`src/rtl/mem_arb_pkg.sv`:
```
// Shared types for the line-memory arbiter: FSM states, grant sources and
// default widths.
package mem_arb_pkg;

  localparam int XLEN_DEF           = 32;
  localparam int LINE_BITS_DEF      = 16;
  localparam int WORDS_PER_LINE_DEF = 4;

  typedef enum logic [1:0] {ST_IDLE, ST_WR, ST_RD} state_e;
  typedef enum logic [1:0] {SRC_NONE, SRC_I, SRC_D, SRC_WB} src_e;

endpackage

```
`src/rtl/mem_arb_wb_buf.sv`:
```
// One-entry D-cache write-back buffer. A push is accepted only while empty;
// pop clears the full flag once the line has been sent to memory.
module mem_arb_wb_buf #(
  parameter int AW = 16,
  parameter int LW = 128
) (
  input  logic          clk,
  input  logic          rst,
  input  logic          push,
  input  logic          pop,
  input  logic [AW-1:0] push_addr,
  input  logic [LW-1:0] push_line,
  output logic          full,
  output logic [AW-1:0] addr,
  output logic [LW-1:0] line
);

  logic          full_q, full_d;
  logic [AW-1:0] addr_q, addr_d;
  logic [LW-1:0] line_q, line_d;

  always_comb begin
    full_d = full_q;
    addr_d = addr_q;
    line_d = line_q;
    if (push && !full_q) begin
      full_d = 1'b1;
      addr_d = push_addr;
      line_d = push_line;
    end else if (pop) begin
      full_d = 1'b0;
    end
  end

  always_ff @(posedge clk) begin
    if (rst) begin
      full_q <= 1'b0;
      addr_q <= '0;
      line_q <= '0;
    end else begin
      full_q <= full_d;
      addr_q <= addr_d;
      line_q <= line_d;
    end
  end

  // A push into an occupied buffer is dropped; the cache must respect full.
  always @(posedge clk)
    if (!rst) assert (!(push && full_q))
      else $warning("mem_arb_wb_buf: push while occupied, line dropped");

  assign full = full_q;
  assign addr = addr_q;
  assign line = line_q;

endmodule

```
`src/rtl/mem_line_arbiter.sv`:
```
// Shares one line memory between I refill, D refill and D write-back, one
// transaction at a time. Define MEM_ARB_RR_EN for round-robin I/D reads.
module mem_line_arbiter
  import mem_arb_pkg::*;
#(
  parameter int XLEN           = XLEN_DEF,
  parameter int LINE_BITS      = LINE_BITS_DEF,
  parameter int WORDS_PER_LINE = WORDS_PER_LINE_DEF
) (
  input  logic                           clk,
  input  logic                           rst,
  input  logic                           Ic_mem_req,
  input  logic [LINE_BITS-1:0]           Ic_mem_addr,
  output logic [XLEN*WORDS_PER_LINE-1:0] F_mem_inst,
  output logic                           F_mem_valid,
  input  logic                           Dc_mem_req,
  input  logic [LINE_BITS-1:0]           Dc_mem_addr,
  output logic [XLEN*WORDS_PER_LINE-1:0] MEM_data_line,
  output logic                           MEM_mem_valid,
  input  logic                           Dc_wb_we,
  input  logic [LINE_BITS-1:0]           Dc_wb_addr,
  input  logic [XLEN*WORDS_PER_LINE-1:0] Dc_wb_wline,
  output logic                           Dc_wb_full,
  output logic                           arb_mem_req,
  output logic                           arb_mem_we,
  output logic [LINE_BITS-1:0]           arb_mem_addr,
  output logic [XLEN*WORDS_PER_LINE-1:0] arb_mem_wline,
  input  logic                           mem_rvalid,
  input  logic [XLEN*WORDS_PER_LINE-1:0] mem_rline
);

  localparam int LW = XLEN * WORDS_PER_LINE;

  state_e               state_q, state_d;
  src_e                 src_q, src_d;
  logic                 req_q, req_d, we_q, we_d;
  logic [LINE_BITS-1:0] addr_q, addr_d;
  logic [LW-1:0]        wline_q, wline_d;
  logic [LW-1:0]        f_inst_q, f_inst_d, d_line_q, d_line_d;
  logic                 f_vld_q, f_vld_d, d_vld_q, d_vld_d;
  logic                 ic_req, dc_req, pick_i, pick_d;
  logic                 wb_full;
  logic [LINE_BITS-1:0] wb_addr;
  logic [LW-1:0]        wb_line;
`ifdef MEM_ARB_RR_EN
  logic                 last_d_q, last_d_d;
`endif

  mem_arb_wb_buf #(.AW(LINE_BITS), .LW(LW)) u_wb_buf (
    .clk      (clk),
    .rst      (rst),
    .push     (Dc_wb_we),
    .pop      (state_q == ST_WR),
    .push_addr(Dc_wb_addr),
    .push_line(Dc_wb_wline),
    .full     (wb_full),
    .addr     (wb_addr),
    .line     (wb_line)
  );

  always_comb begin
    state_d  = state_q;
    src_d    = src_q;
    req_d    = 1'b0;
    we_d     = we_q;
    addr_d   = addr_q;
    wline_d  = wline_q;
    f_inst_d = f_inst_q;
    f_vld_d  = 1'b0;
    d_line_d = d_line_q;
    d_vld_d  = 1'b0;
    // Mask the source whose response is visible so a held request is not re-granted.
    ic_req   = Ic_mem_req && !f_vld_q;
    dc_req   = Dc_mem_req && !d_vld_q;
`ifdef MEM_ARB_RR_EN
    last_d_d = last_d_q;
    pick_d   = dc_req && (!ic_req || !last_d_q);
`else
    pick_d   = dc_req;
`endif
    pick_i   = ic_req && !pick_d;
    unique case (state_q)
      ST_IDLE: begin
        if (wb_full) begin
          state_d = ST_WR;
          src_d   = SRC_WB;
          req_d   = 1'b1;
          we_d    = 1'b1;
          addr_d  = wb_addr;
          wline_d = wb_line;
        // A write-back landing this cycle must drain before any read is issued.
        end else if (!Dc_wb_we && (pick_i || pick_d)) begin
          state_d = ST_RD;
          src_d   = pick_d ? SRC_D : SRC_I;
          req_d   = 1'b1;
          we_d    = 1'b0;
          addr_d  = pick_d ? Dc_mem_addr : Ic_mem_addr;
`ifdef MEM_ARB_RR_EN
          last_d_d = pick_d;
`endif
        end
      end
      ST_WR: begin
        state_d = ST_IDLE;
        src_d   = SRC_NONE;
      end
      ST_RD: begin
        if (mem_rvalid) begin
          state_d = ST_IDLE;
          src_d   = SRC_NONE;
          if (src_q == SRC_I) begin
            f_inst_d = mem_rline;
            f_vld_d  = 1'b1;
          end else if (src_q == SRC_D) begin
            d_line_d = mem_rline;
            d_vld_d  = 1'b1;
          end
        end
      end
      default: state_d = ST_IDLE;
    endcase
  end

  always_ff @(posedge clk) begin
    if (rst) begin
      state_q  <= ST_IDLE;
      src_q    <= SRC_NONE;
      req_q    <= 1'b0;
      we_q     <= 1'b0;
      addr_q   <= '0;
      wline_q  <= '0;
      f_inst_q <= '0;
      f_vld_q  <= 1'b0;
      d_line_q <= '0;
      d_vld_q  <= 1'b0;
`ifdef MEM_ARB_RR_EN
      last_d_q <= 1'b0;
`endif
    end else begin
      state_q  <= state_d;
      src_q    <= src_d;
      req_q    <= req_d;
      we_q     <= we_d;
      addr_q   <= addr_d;
      wline_q  <= wline_d;
      f_inst_q <= f_inst_d;
      f_vld_q  <= f_vld_d;
      d_line_q <= d_line_d;
      d_vld_q  <= d_vld_d;
`ifdef MEM_ARB_RR_EN
      last_d_q <= last_d_d;
`endif
    end
  end

  assign F_mem_inst    = f_inst_q;
  assign F_mem_valid   = f_vld_q;
  assign MEM_data_line = d_line_q;
  assign MEM_mem_valid = d_vld_q;
  assign Dc_wb_full    = wb_full;
  assign arb_mem_req   = req_q;
  assign arb_mem_we    = we_q;
  assign arb_mem_addr  = addr_q;
  assign arb_mem_wline = wline_q;

endmodule

```
`config.mk`:
```
export PLATFORM = sky130hd
export DESIGN_NAME = mem_line_arbiter
export DESIGN_NICKNAME = d
export VERILOG_FILES = /design/src/rtl/mem_arb_pkg.sv /design/src/rtl/mem_arb_wb_buf.sv /design/src/rtl/mem_line_arbiter.sv
export SDC_FILE = /design/constraint.sdc
export NUM_CORES = 1
export LEC_CHECK = 0
export ABC_AREA = 1
export CELL_PAD_IN_SITES_DETAIL_PLACEMENT = 2
export CELL_PAD_IN_SITES_GLOBAL_PLACEMENT = 2
export CORE_MARGIN = 2
export CORE_UTILIZATION = 26
export CTS_CLUSTER_DIAMETER = 150
export DETAILED_ROUTE_END_ITERATION = 8
export PLACE_DENSITY_LB_ADDON = 0.1
export SLEW_MARGIN = 0
export SYNTH_ARGS = -nofsm -noshare
export SYNTH_HDL_FRONTEND = slang
export SYNTH_SLANG_ARGS = --single-unit
```
`constraint.sdc`:
```
create_clock -name clk -period 2.4 [get_ports clk]
set_input_delay 0.48 -clock clk [delete_from_list [all_inputs] [get_ports clk]]
set_output_delay 0.48 -clock clk [all_outputs]
set_load 0.05 [all_outputs]
```
==> run summary <==
- complete, no violations — run status
- 714 — IO Port Bufs
- 0.0246 W — final total power
- primary output — Worst Setup End Kind
- 4 — detailed-router iteration count before antenna repair
- clkdlybuf4s50_1 — slowest library cell on the worst path
- 52.3% — post-synthesis to final-layout area growth
- primary input to flip-flop — class of the most critical hold timing path
- 57.1% — post-synthesis sequential area ratio
- 0 ns — Sum Neg Setup Slack
- 2.35 ns — post-route minimum period
- 2492 — synthesized netlist cell count
- 0 — setup bufs post-CTS
- 29500 µm² — Design Area, Final
- 3 — H-tree depth
- 7.78 µm² — average cell area after synthesis
- 3 — Clock Tree Buf Depth
- 26.2% — Initial Utilization
- 553 — Clock Sinks
- no — unrepaired setup endpoints after global routing
- 2 — largest fanout on the critical path
- 133 mm — first-pass GRT wire length
- 0.410 mV — Peak VDD IR
- 0.0200 ns — clk_skew
- 0 — count of max-cap constraint violations
- 277 µm — chip height
- 4.68 — vias per std cell
- 0.60 ns — clock latency on the worst-skew pair
- 21.5 µm — average detailed-routed wire length per instance
- 0 — cts-stage hold buffer count
- 19 — Unique masters post-synth
- 97.7% — final critical-path share of the clock period
- clkbuf_16 — buffer type at the clock tree root
- 19400 — number of vias after detailed routing
- 0 — Yosys warnings
- 3 — cell depth of the worst hold path
- 3447 — # nets final
- 67 — total CTS buffers
- 0.06 ns — clock-pin slew on the worst setup and hold paths
- 8 — Worst Reg-to-Reg Cells
- 1 — path length in cells of the critical path
- 0 — final number of max-transition violations
- 22.6% — Global Route Usage Sum
- flip-flop — CP startpoint kind
- 1.92 ns — required time of the critical path
- 74100 µm² — area inside the core boundary
- 5.01% — layout cell share with drive strength beyond 1
- 833 nW/µm² — power density over the cells
- 0.426 GHz — highest clock rate
- buffers and inverters — dominant delay contributor by cell family on the critical path
- 89.5 mm — final WL
- 1.87 ns — critical path arrival
- clkdlybuf4s50_1 — ordered cell list for the critical path
- flip-flop to primary output — critical setup path kind
- 43.7% — Slew headroom
- 0 — number of hold violations in the final report
- 21000 — vias in the first global route
- 0.0546 ns — slack of the critical path
- 277 µm — x dimension of the die
- 0.835 — gp weighted congestion
- 19400 µm² — area of the mapped netlist
- 146 — maximum number of pins on one net before global-route repair
- 0 — number of remaining DRC errors
- 0.0933 ns — pre-CTS setup slack
- 64.1 mm — post-detailed-placement half-perimeter wirelength
- 715 — count of boundary I/O pins
- 27400 µm² — placed instance area
- 27 — antenna violations before repair
- 773 — DRT iter0 DRCs
- 1 — count of buffer and inverter cells on the critical path
- built — clock tree from TritonCTS
- 11.1 nW — leakage dissipation
- 0 — Setup Viol. Count Final
- 100 — std cell rows
- 553 — number of flip-flops and latches in the synthesized netlist
- 0.844 ns — actual slew at the worst max-slew pin
- 2806 — syn nets
- 0.94 ns — worst stage delay on the critical path
- 0 — count of nets left with antenna violations after detail routing
- 76800 µm² — area of the die
- 0 — grt total ovfl
[sequential cells by signal, summed over array words and instances (netlist names), 2 cells and up]
| register | count |
|---|---|
| F_mem_inst | 128 |
| MEM_data_line | 128 |
| arb_mem_wline | 128 |
| u_wb_buf.line | 128 |
| arb_mem_addr | 16 |
| u_wb_buf.addr | 16 |
| src_q | 2 |
| state_q | 2 |
[final timing paths]
kind	from	end	slack [ns]
max	F_mem_inst[72]	F_mem_inst[72]	0.05
min	Dc_wb_wline[48]	u_wb_buf.line[48]	0.47
max reg2reg	state_q[0]	F_mem_inst[123]	0.34
min reg2reg	arb_mem_wline[17]	arb_mem_wline[17]	0.48
[power breakdown]
group          internal (W)  total (W)  switching, W
logic               0.00159    0.00450       0.00291
registers           0.00978     0.0101      0.000318
clock network       0.00601     0.0100       0.00398
[stage by stage]
step           cells  hold slack (ns)  util, %
3_5_place_dp    4033            0.473     36.9
6_report        4156            0.471     39.8
2_1_floorplan   2492            0.458        -
4_1_cts         4145            0.436     39.8
3_3_place_gp    4033            0.455     36.9
5_1_grt         4156            0.460     39.8
[routing by layer]
layer	routed length, µm	GRT usage (%)
met1	34400	23.9
met2	45200	41.2
met3	6590	7.66
met4	3090	8.93
met5	144	0
[repair_timing]
item / 4_1_cts / 5_1_grt
hold endpoints to repair: 0 / 0
endpoints found under the setup margin: 2 / 0
resized for setup: 2 / 0
[area by class of cell]
cell class	instances	area, µm²
Antenna cell	11	27.5
Multi-Input combinational cell	1740	7340
Inverter	18	85.1
Sequential cell	553	11100
Clock buffer	109	2090
Fill cell	8257	44600
Clock inverter	3	43.8
Tap cell	969	1210
Timing Repair Buffer	753	7640
[synthesized netlist by cell type]
cell type | n | share of area (%)
a21oi_1 | 5 | 0.13
buf_2 | 106 | 2.7
buf_4 | 18 | 0.70
buf_6 | 7 | 0.41
clkbuf_1 | 50 | 0.97
dfxtp_1 | 553 | 57
ha_1 | 4 | 0.26
inv_1 | 6 | 0.12
inv_2 | 11 | 0.21
inv_4 | 1 | 0.032
nand2_1 | 63 | 1.2
nand2_2 | 3 | 0.097
nand3_1 | 20 | 0.52
nand3_2 | 2 | 0.10
nor2_1 | 1096 | 21
nor2_4 | 1 | 0.058
o21a_1 | 1 | 0.039
o21ai_0 | 235 | 6.1
o21ai_1 | 310 | 8.0
[kinds of logic (layout without fill, tap and decap cells)]
logic type	count (synthesis)	in the layout	share of synthesized area, %
AO/OA/AOI/OAI	551	551	14.2
buffers and inverters	199	883	5.17
AND/OR/NAND/NOR	1185	1185	23.2
other	0	11	0
adder cells (fa/ha/maj)	4	4	0.258
flip-flops	553	553	57.1
[cell usage in the layout (no fill, tap or decap), drive strengths merged]
cell	n
nand3	22
diode	11
clkdlybuf4s50	704
ha	4
nand2	66
o21a	1
clkbuf	109
nor2	1097
dfxtp	553
inv	19
a21oi	5
bufinv	1
dlygate4sd2	2
o21ai	545
buf	47
clkinv	1
[worst reg2reg max path, cell delays in order, from the launching register on]
cell and delay (ns):
dfxtp_1 0.38, inv_1 0.08, ha_1 0.22, nand2_1 0.08, inv_2 0.06, nand3_4 0.09
buf_4 0.60, o21ai_0 0.30, nor2_1 0.16
No activity file was read; power rests on OpenSTA's default activity.
